**src/rtl/intdispatch_pkg.sv**
```systemverilog
// Shared types and constants for the interrupt dispatch block.
package intdispatch_pkg;

  localparam int          WAIT_MC_DEFAULT = 2;
  localparam logic [15:0] VEC_CANCEL      = 16'h0000;

  typedef enum logic [2:0] {
    ST_IDLE,
    ST_WAIT,
    ST_PUSHH,
    ST_PUSHL,
    ST_JUMP
  } disp_state_t;

endpackage

```
**src/rtl/intdispatch_imectl.sv**
```systemverilog
// Interrupt master enable, delayed-EI pending flag and HALT sleep flag.
module intdispatch_imectl (
  input  logic clockgb,
  input  logic resetn,
  input  logic mcycle,
  input  logic boundary,
  input  logic ei,
  input  logic di,
  input  logic reti,
  input  logic halt,
  input  logic intreq,
  input  logic idle,
  input  logic start,
  output logic ime,
  output logic halted
);

  logic ei_pend;
  logic ime_nx;
  logic ei_pend_nx;
  logic halted_nx;

  // NOTE: every next-state variable is defaulted first so no path leaves it unassigned (no latch).
  always_comb begin
    ime_nx     = ime;
    ei_pend_nx = ei_pend;
    halted_nx  = halted;
    if (start) begin
      ime_nx     = 1'b0;
      ei_pend_nx = 1'b0;
      halted_nx  = 1'b0;
    end else if (idle) begin
      if (halted && intreq) halted_nx = 1'b0;
      // EI takes effect one instruction late: promote at the boundary after it.
      if (boundary && ei_pend) begin
        ime_nx     = 1'b1;
        ei_pend_nx = 1'b0;
      end
      if (ei)   ei_pend_nx = 1'b1;
      if (reti) ime_nx     = 1'b1;
      if (di) begin
        ime_nx     = 1'b0;
        ei_pend_nx = 1'b0;
      end
      if (halt && !intreq) halted_nx = 1'b1;
    end
  end

  // NOTE: state registers use non-blocking assignments so all flops update together at the edge.
  always_ff @(posedge clockgb or negedge resetn) begin
    if (!resetn) begin
      ime     <= 1'b0;
      ei_pend <= 1'b0;
      halted  <= 1'b0;
    end else if (mcycle) begin
      ime     <= ime_nx;
      ei_pend <= ei_pend_nx;
      halted  <= halted_nx;
    end
  end

endmodule

```
**src/rtl/intdispatch.sv**
```systemverilog
// CPU-side interrupt dispatcher: IME/HALT control plus the push-PC-and-jump sequence.
module intdispatch
  import intdispatch_pkg::*;
#(
  parameter int WAIT_MC = WAIT_MC_DEFAULT
) (
  input  logic        clockgb,
  input  logic        resetn,
  input  logic        mcycle,
  input  logic        boundary,
  input  logic        ei,
  input  logic        di,
  input  logic        reti,
  input  logic        halt,
  input  logic        intreq,
  input  logic [15:0] intaddress,
  output logic        intack,
  input  logic [15:0] pc_in,
  input  logic [15:0] sp_in,
  output logic [15:0] pc_out,
  output logic        pc_load,
  output logic [15:0] sp_out,
  output logic        sp_load,
  output logic [15:0] address,
  output logic [7:0]  outdata,
  output logic        store,
  output logic        busy,
  output logic        ime,
  output logic        halted
);

  disp_state_t state;
  disp_state_t state_nx;
  logic [3:0]  wait_cnt;
  logic [15:0] pc_q;
  logic [15:0] sp_q;
  logic        idle;
  logic        start;

  assign idle  = (state == ST_IDLE);
  // A sleeping core has no boundary; an interrupt with IME set dispatches straight from HALT.
  assign start = idle && mcycle && ime && intreq && (boundary || halted);
  assign busy  = !idle || halted || start;

  intdispatch_imectl u_imectl (
    .clockgb  (clockgb),
    .resetn   (resetn),
    .mcycle   (mcycle),
    .boundary (boundary),
    .ei       (ei),
    .di       (di),
    .reti     (reti),
    .halt     (halt),
    .intreq   (intreq),
    .idle     (idle),
    .start    (start),
    .ime      (ime),
    .halted   (halted)
  );

  always_comb begin
    state_nx = state;
    address  = '0;
    outdata  = '0;
    store    = 1'b0;
    sp_out   = '0;
    sp_load  = 1'b0;
    pc_out   = '0;
    pc_load  = 1'b0;
    intack   = 1'b0;
    unique case (state)
      ST_IDLE:  if (start) state_nx = ST_WAIT;
      ST_WAIT:  if (wait_cnt == 4'(WAIT_MC - 1)) state_nx = ST_PUSHH;
      ST_PUSHH: begin
        address  = sp_q - 16'd1;
        outdata  = pc_q[15:8];
        sp_out   = sp_q - 16'd1;
        store    = mcycle;
        sp_load  = mcycle;
        state_nx = ST_PUSHL;
      end
      ST_PUSHL: begin
        address  = sp_q - 16'd2;
        outdata  = pc_q[7:0];
        sp_out   = sp_q - 16'd2;
        store    = mcycle;
        sp_load  = mcycle;
        state_nx = ST_JUMP;
      end
      // The pushes may have cleared the request; only this sample decides the vector.
      ST_JUMP: begin
        pc_out   = intreq ? intaddress : VEC_CANCEL;
        pc_load  = mcycle;
        intack   = mcycle && intreq;
        state_nx = ST_IDLE;
      end
      default:  state_nx = ST_IDLE;
    endcase
  end

  always_ff @(posedge clockgb or negedge resetn) begin
    if (!resetn) begin
      state    <= ST_IDLE;
      wait_cnt <= '0;
      pc_q     <= '0;
      sp_q     <= '0;
    end else if (mcycle) begin
      state    <= state_nx;
      wait_cnt <= (state == ST_WAIT) ? wait_cnt + 4'd1 : 4'd0;
      if (start) begin
        pc_q <= pc_in;
        sp_q <= sp_in;
      end
    end
  end

endmodule
```
**config.mk**
```make
export PLATFORM = sky130hd
export DESIGN_NAME = intdispatch
export DESIGN_NICKNAME = d
export VERILOG_FILES = /design/src/rtl/intdispatch_pkg.sv /design/src/rtl/intdispatch_imectl.sv /design/src/rtl/intdispatch.sv
export SDC_FILE = /design/constraint.sdc
export NUM_CORES = 1
export LEC_CHECK = 0
export ABC_AREA = 1
export CAP_MARGIN = 20
export CORE_MARGIN = 2
export CORE_UTILIZATION = 25
export DETAILED_ROUTE_END_ITERATION = 6
export PLACE_DENSITY = 0.64
export SYNTH_ARGS = -nofsm -noshare
export SYNTH_HDL_FRONTEND = slang
export SYNTH_SLANG_ARGS = --single-unit
```
**constraint.sdc**
```tcl
create_clock -name clockgb -period 1.7 [get_ports clockgb]
set_clock_uncertainty 0.05 [all_clocks]
set_input_delay 0.34 -clock clockgb [delete_from_list [all_inputs] [get_ports clockgb]]
set_output_delay 0.34 -clock clockgb [all_outputs]
set_load 0.1 [all_outputs]
```
==> summary.md, run 1 <==
| Metric | Value |
|---|---|
| Synth cell types | 28 |
| Final Hold Violating Endpoints | 0 |
| Area Growth Syn to Fin | 120.5% |
| Die area | 0.01334 mm² |
| Clk Latency, worst-skew pair | 0.28 ns |
| Global-route wire length before repair | 17.37 mm |
| Commonest non-fill, non-tap cell in the layout | nand2_1 |
| Ports | 120 |
| Final WL | 10.91 mm |
| Static Leak | 2.877 nW |
| Die Y-Extent | 115.5 µm |
| Fin Setup TNS | -22.13 ns |
| Clock Tree Root | clkbuf_16 |
| Sequential area share after synthesis | 33.80% |
| Core area | 0.01206 mm² |
| Worst setup SP type | register |
| Starting Density | 25.78% |
| CTS Buf Count | 5 |
| Final setup fails | 61 |
| Final instance area | 0.006855 mm² |
| Max Cap Viol | 0 |
| Syn_nets | 497 |
| Area of the mapped netlist | 0.003109 mm² |
| Initial DRC Count | 137 |
| HPWL after detailed placement | 7.623 mm |
| Placer Congestion | 0.8699 |
| Crit path required time | 1.31 ns |
| CTS clk-pin slew, worst paths | 0.07 ns |
| Via count | 3541 |
| Commonest non-fill, non-tap cells in the layout | nand2_1 (79), buf_12 (73), buf_4 (57) |
| CP Capture Type | output pin |
| Max VDD drop | 1.540 mV |
| Least-Margin Pin Slew | 0.5203 ns |
| Layout cells sized above 1 | 56.47% |
| Post-DP Area | 0.006063 mm² |
| DR vias/cell | 4.505 |
| IO Port Bufs | 119 |
| Die Width | 115.5 µm |
| Max frequency | 0.4593 GHz |
| Yosys reg bits | 42 |
| Fin worst setup slack | -0.4772 ns |
| YS warnings | 0 |
| Hold crit path type | primary input to register |
| Total GRT Usage | 16.06% |
| CTS sink count | 42 |
| CTS max path bufs | 2 |
| WHS Path Cells | 5 |
| Diode count | 0 |
| Rel. slew slack | 65.31% |
| Vias in the first global route | 3705 |
| Status | finished, violations left |
| CTS tree | done |
| Antenna viol nets, final | 0 |
| Number of iterations in the first detailed-routing pass | 4 |
| DRC viols | 0 |
| Place WS | -0.2495 ns |
| Drt wl/cell | 13.89 µm |
| Number of antenna violations at the first check in global routing | 0 |
| Total Nets Final | 678 |
| Period utilization | 128.1% |
| Final Core Density | 56.84% |
| Total Power | 15.10 mW |
| Number of cells produced by synthesis | 436 |
| Worst EP arrival | 1.79 ns |
| Largest net degree at the start of global routing | 33 |
| H-tree Lvls | 2 |
| Pwr dens | 2202 mW/mm² |
| Failing checks | negative setup slack |
| Min cycle time layout | 2.177 ns |
| RSZ-0062 raised after global routing | true |
| Internal reg-to-reg setup slack | 0.09 ns |
| Row Count | 40 |
| Post-Syn Area per Cell | 7.131 µm² |
| FF-to-FF path depth | 9 |
| Grt ovf | 0 |
| Final Max Slew Viols | 0 |
| Crit-path max FO | 5 |
| WS Path Type | register to output pin |
## synth_stat cells
library cell	number	area share, %
nand2_1	103	12
inv_1	57	6.9
nor2_1	45	5.4
dfrtp_1	42	34
nand3_1	40	6.4
nand2_2	29	5.8
o21ai_2	29	8.2
buf_4	20	4.8
o21ai_0	15	2.4
o22ai_1	11	2.2
nor3_1	6	0.97
a21oi_1	5	0.80
buf_2	4	0.64
ha_1	4	1.6
inv_2	4	0.48
o21ai_1	4	0.64
buf_12	3	1.9
buf_6	3	1.1
nor2_2	2	0.40
nor2_4	2	0.72
a21oi_2	1	0.28
clkbuf_1	1	0.12
mux2i_1	1	0.32
nand3_4	1	0.56
nand4_1	1	0.20
o32ai_1	1	0.28
or2_2	1	0.20
xor2_1	1	0.28
## critical path, cell delays in order, from the launching register on
cell     delay (ns)
dfrtp_1        0.44
buf_6          0.15
nor2_4         0.13
nand2_4        0.10
nor2_4         0.14
nand2_1        0.07
nand2_1        0.07
nand3_2        0.11
nand2_8        0.11
buf_12         0.17
## metrics by stage
step	hold slack, ns	cells
floorplan	-0.005591	436
finish	0.4757	786
CTS	0.4996	779
global route	0.5205	786
detailed placement	0.3004	751
global placement	0.2997	751
## area by class of cell
type                       instances  area [µm²]
multi-input combinational        303        2467
clock inverter                     3       40.04
sequential                        42        1065
tap                              168       210.2
fill                            1000        5206
timing repair buffer             204        2700
inverter                          61       247.7
clock buffer                       5       125.1
## layer usage
| metal | routed length (µm) | up-vias | track usage [%] |
|---|---|---|---|
| met5 | 0 | - | 0 |
| met1 | 4577 | 1699 | 19.97 |
| met3 | 469 | 11 | 2.510 |
| li1 | - | 1736 | - |
| met4 | 134 | 0 | 3.614 |
| met2 | 5733 | 95 | 29.20 |
## registers in the layout, indices dropped and copies added, names as in the netlist
signal	flops
u_imectl.ei_pend	1
state	3
pc_q	16
sp_q	16
u_imectl.ime	1
wait_cnt	4
u_imectl.halted	1
## report_power, final
group / total [mW] / leakage [nW] / internal (mW) / switching, mW
clock network: 1.11 / 0.0836 / 0.689 / 0.425
logic: 12.1 / 2.29 / 4.70 / 7.42
registers: 1.86 / 0.505 / 1.50 / 0.361
## final timing paths
| path | endpoint | startpoint |
|---|---|---|
| hold reg to reg | wait_cnt[3] | wait_cnt[3] |
| hold / removal | u_imectl.ime | boundary |
| max in group asynchronous | pc_q[9] | resetn |
| min in group asynchronous | wait_cnt[0] | resetn |
| setup / recovery | sp_out[15] | sp_q[4] |
| setup reg to reg | sp_q[8] | state[2] |
## logic make-up after synthesis
logic type / after synthesis / synth area share, %
AOI/OAI and AO/OA: 66 / 14.81
xor gates and xnor gates: 1 / 0.2817
adders and majority gates: 4 / 1.610
buffers and inverters: 92 / 15.98
DFF: 42 / 33.80
muxes: 1 / 0.3219
and+or+nand+nor: 230 / 33.20
## timing repair
action	in CTS	in global routing
pin swaps	25	27
setup buffers	16	13
resized for setup	55	37
gates cloned	3	3
endpoints found under the hold margin	11	0
hold buffers	1	0
setup endpoints to repair	61	90
No activity file was read; power rests on OpenSTA's default activity.
==> run 2: changes to the inputs <==
--- a/config.mk
+++ b/config.mk
@@ -10,7 +10,8 @@
 export CORE_MARGIN = 2
 export CORE_UTILIZATION = 25
 export DETAILED_ROUTE_END_ITERATION = 6
-export PLACE_DENSITY = 0.64
+export DONT_BUFFER_PORTS = 1
+export PLACE_DENSITY = 0.52
 export SYNTH_ARGS = -nofsm -noshare
 export SYNTH_HDL_FRONTEND = slang
 export SYNTH_SLANG_ARGS = --single-unit
==> run 2 against run 1 <==
The flow still finishes with violations (negative setup slack). Critical path type unchanged. Highest routed layer unchanged. Non-clock buffer count down 77. Core utilization decreased by 6.7 points. Sequential share of layout area is 2.0 points higher. Critical path depth decreased by 2. Wire length fell by 6.8%. Cell area down 12%. Fmax is 2.1% lower. Worst setup slack got worse by 0.046 ns.
==> summary.md, run 2 (same netlist as run 1, synthesis figures left out) <==
| Metric | Value |
|---|---|
| Rel. slew slack | 70.91% |
| IO Port Bufs | 0 |
| CTS clk-pin slew, worst paths | 0.06 ns |
| Place WS | -0.2360 ns |
| HPWL after detailed placement | 6.896 mm |
| Starting Density | 25.78% |
| Clock Tree Root | clkbuf_16 |
| Number of antenna violations at the first check in global routing | 0 |
| Clk Latency, worst-skew pair | 0.28 ns |
| Commonest non-fill, non-tap cell in the layout | nand2_1 |
| Dpl cells | 668 |
| Final WL | 10.18 mm |
| WS Path Type | register to output pin |
| Die Width | 115.5 µm |
| CTS sink count | 42 |
| Total GRT Usage | 14.58% |
| Worst setup path startpoint | sp_q[3] |
| Core area | 0.01206 mm² |
| Initial DRC Count | 97 |
| Vias in the first global route | 3246 |
| Final setup fails | 61 |
| H-tree Lvls | 2 |
| DRC viols | 0 |
| Drt wl/cell | 14.35 µm |
| Grt ovf | 0 |
| Die Y-Extent | 115.5 µm |
| FF-to-FF Start | state[2] |
| Crit path required time | 1.31 ns |
| Final Hold Violating Endpoints | 0 |
| Global-route wire length before repair | 15.75 mm |
| Die area | 0.01334 mm² |
| Hold crit path type | primary input to register |
| Crit-path max FO | 7 |
| Status | finished, violations left |
| Worst setup SP type | register |
| Layout Cells excl Fill | 709 |
| DR vias/cell | 4.519 |
| Final hold slack | 0.1000 ns |
| Via count | 3204 |
| Layout cells sized above 1 | 59.33% |
| Placer Congestion | 0.8070 |
| Final Max Slew Viols | 0 |
| Worst EP arrival | 1.83 ns |
| Antenna viol nets, final | 0 |
| Final Core Density | 50.11% |
| Hold_sp | mcycle |
| Least-Margin Pin Slew | 0.4358 ns |
| Biggest regs | pc_q x16, sp_q x16, wait_cnt x4 |
| Failing checks | negative setup slack |
| Min cycle time layout | 2.223 ns |
| Period utilization | 130.8% |
| Area Growth Syn to Fin | 94.41% |
| CTS Buf Count | 5 |
| Number of iterations in the first detailed-routing pass | 4 |
| CTS tree | done |
| CTS max path bufs | 2 |
| Fin worst setup slack | -0.5229 ns |
| Commonest non-fill, non-tap cells in the layout | nand2_1 (78), buf_12 (55), buf_4 (50) |
| Max Cap Viol | 0 |
| Total Nets Final | 601 |
| Largest net degree at the start of global routing | 43 |
| Max frequency | 0.4499 GHz |
| RSZ-0062 raised after global routing | true |
| Ports | 120 |
| CP Capture Type | output pin |
| Row Count | 40 |
| Diode count | 0 |
==> run 2: cell types whose count changed in the layout (fill, tap and decap cells not counted), sizes merged <==
cell / before / now
buf: 145 / 123
bufinv: 1 / 2
clkbuf: 8 / 9
clkdlybuf4s50: 53 / 0
clkinv: 2 / 0
dlymetal6s2s: 2 / 0
==> run 2: routing by layer <==
layer  GRT usage (%)  wire (µm)  vias up
met1           18.34       4191     1524
li1                -          -     1580
met5               0          0        -
met2           25.58       5270       93
met3           4.236        646        7
met4           1.687         69        0
==> run 2: worst paths after layout <==
check / end / slack, ns / cells past startpoint
min in group asynchronous: pc_q[0] / 0.51 / 2
max: address[10] / -0.52 / 7
max reg2reg: pc_q[12] / 0.05 / 10
min reg2reg: wait_cnt[0] / 0.48 / 1
min: wait_cnt[0] / 0.10 / 1
max in group asynchronous: sp_q[3] / 0.85 / 2
==> run 2: timing repair <==
action                                 4_1_cts  5_1_grt
buffers inserted                            11       18
setup endpoints to repair                   61       69
endpoints found under the hold margin       42        0
pin swaps                                   27       21
gates cloned                                 3        3
gates resized for setup                     52       32
hold buffers                                 2        0
==> run 2: final cells by class <==
cell class              instances  area [µm²]
fillers                      1082        6017
multi-input cells             303        2459
repair buffers                127        1862
flip-flops and latches         42        1062
inverters                      61       252.7
well taps                     168       210.2
clock buffers                   6       138.9
clock inverters                 2       60.06
==> run 2: stage by stage <==
stage	area [µm²]	setup TNS [ns]
6_report	6045	-21.30
3_5_place_dp	5120	-5.943
3_3_place_gp	5120	-5.273
5_1_grt	6045	-26.00
2_1_floorplan	4016	-14.63
4_1_cts	5717	-21.29
==> run 2: worst max-delay path: stages (launching register included) <==
cell	delay [ns]
dfrtp_2	0.45
nor2_4	0.23
nand2_4	0.10
nor2_4	0.17
nand2_1	0.08
nand2_1	0.08
nand3_2	0.12
nand2_8	0.31
Power of run 2 is not shown: default switching activity piles up to over one toggle a cycle in this logic, so the estimate is an artifact.
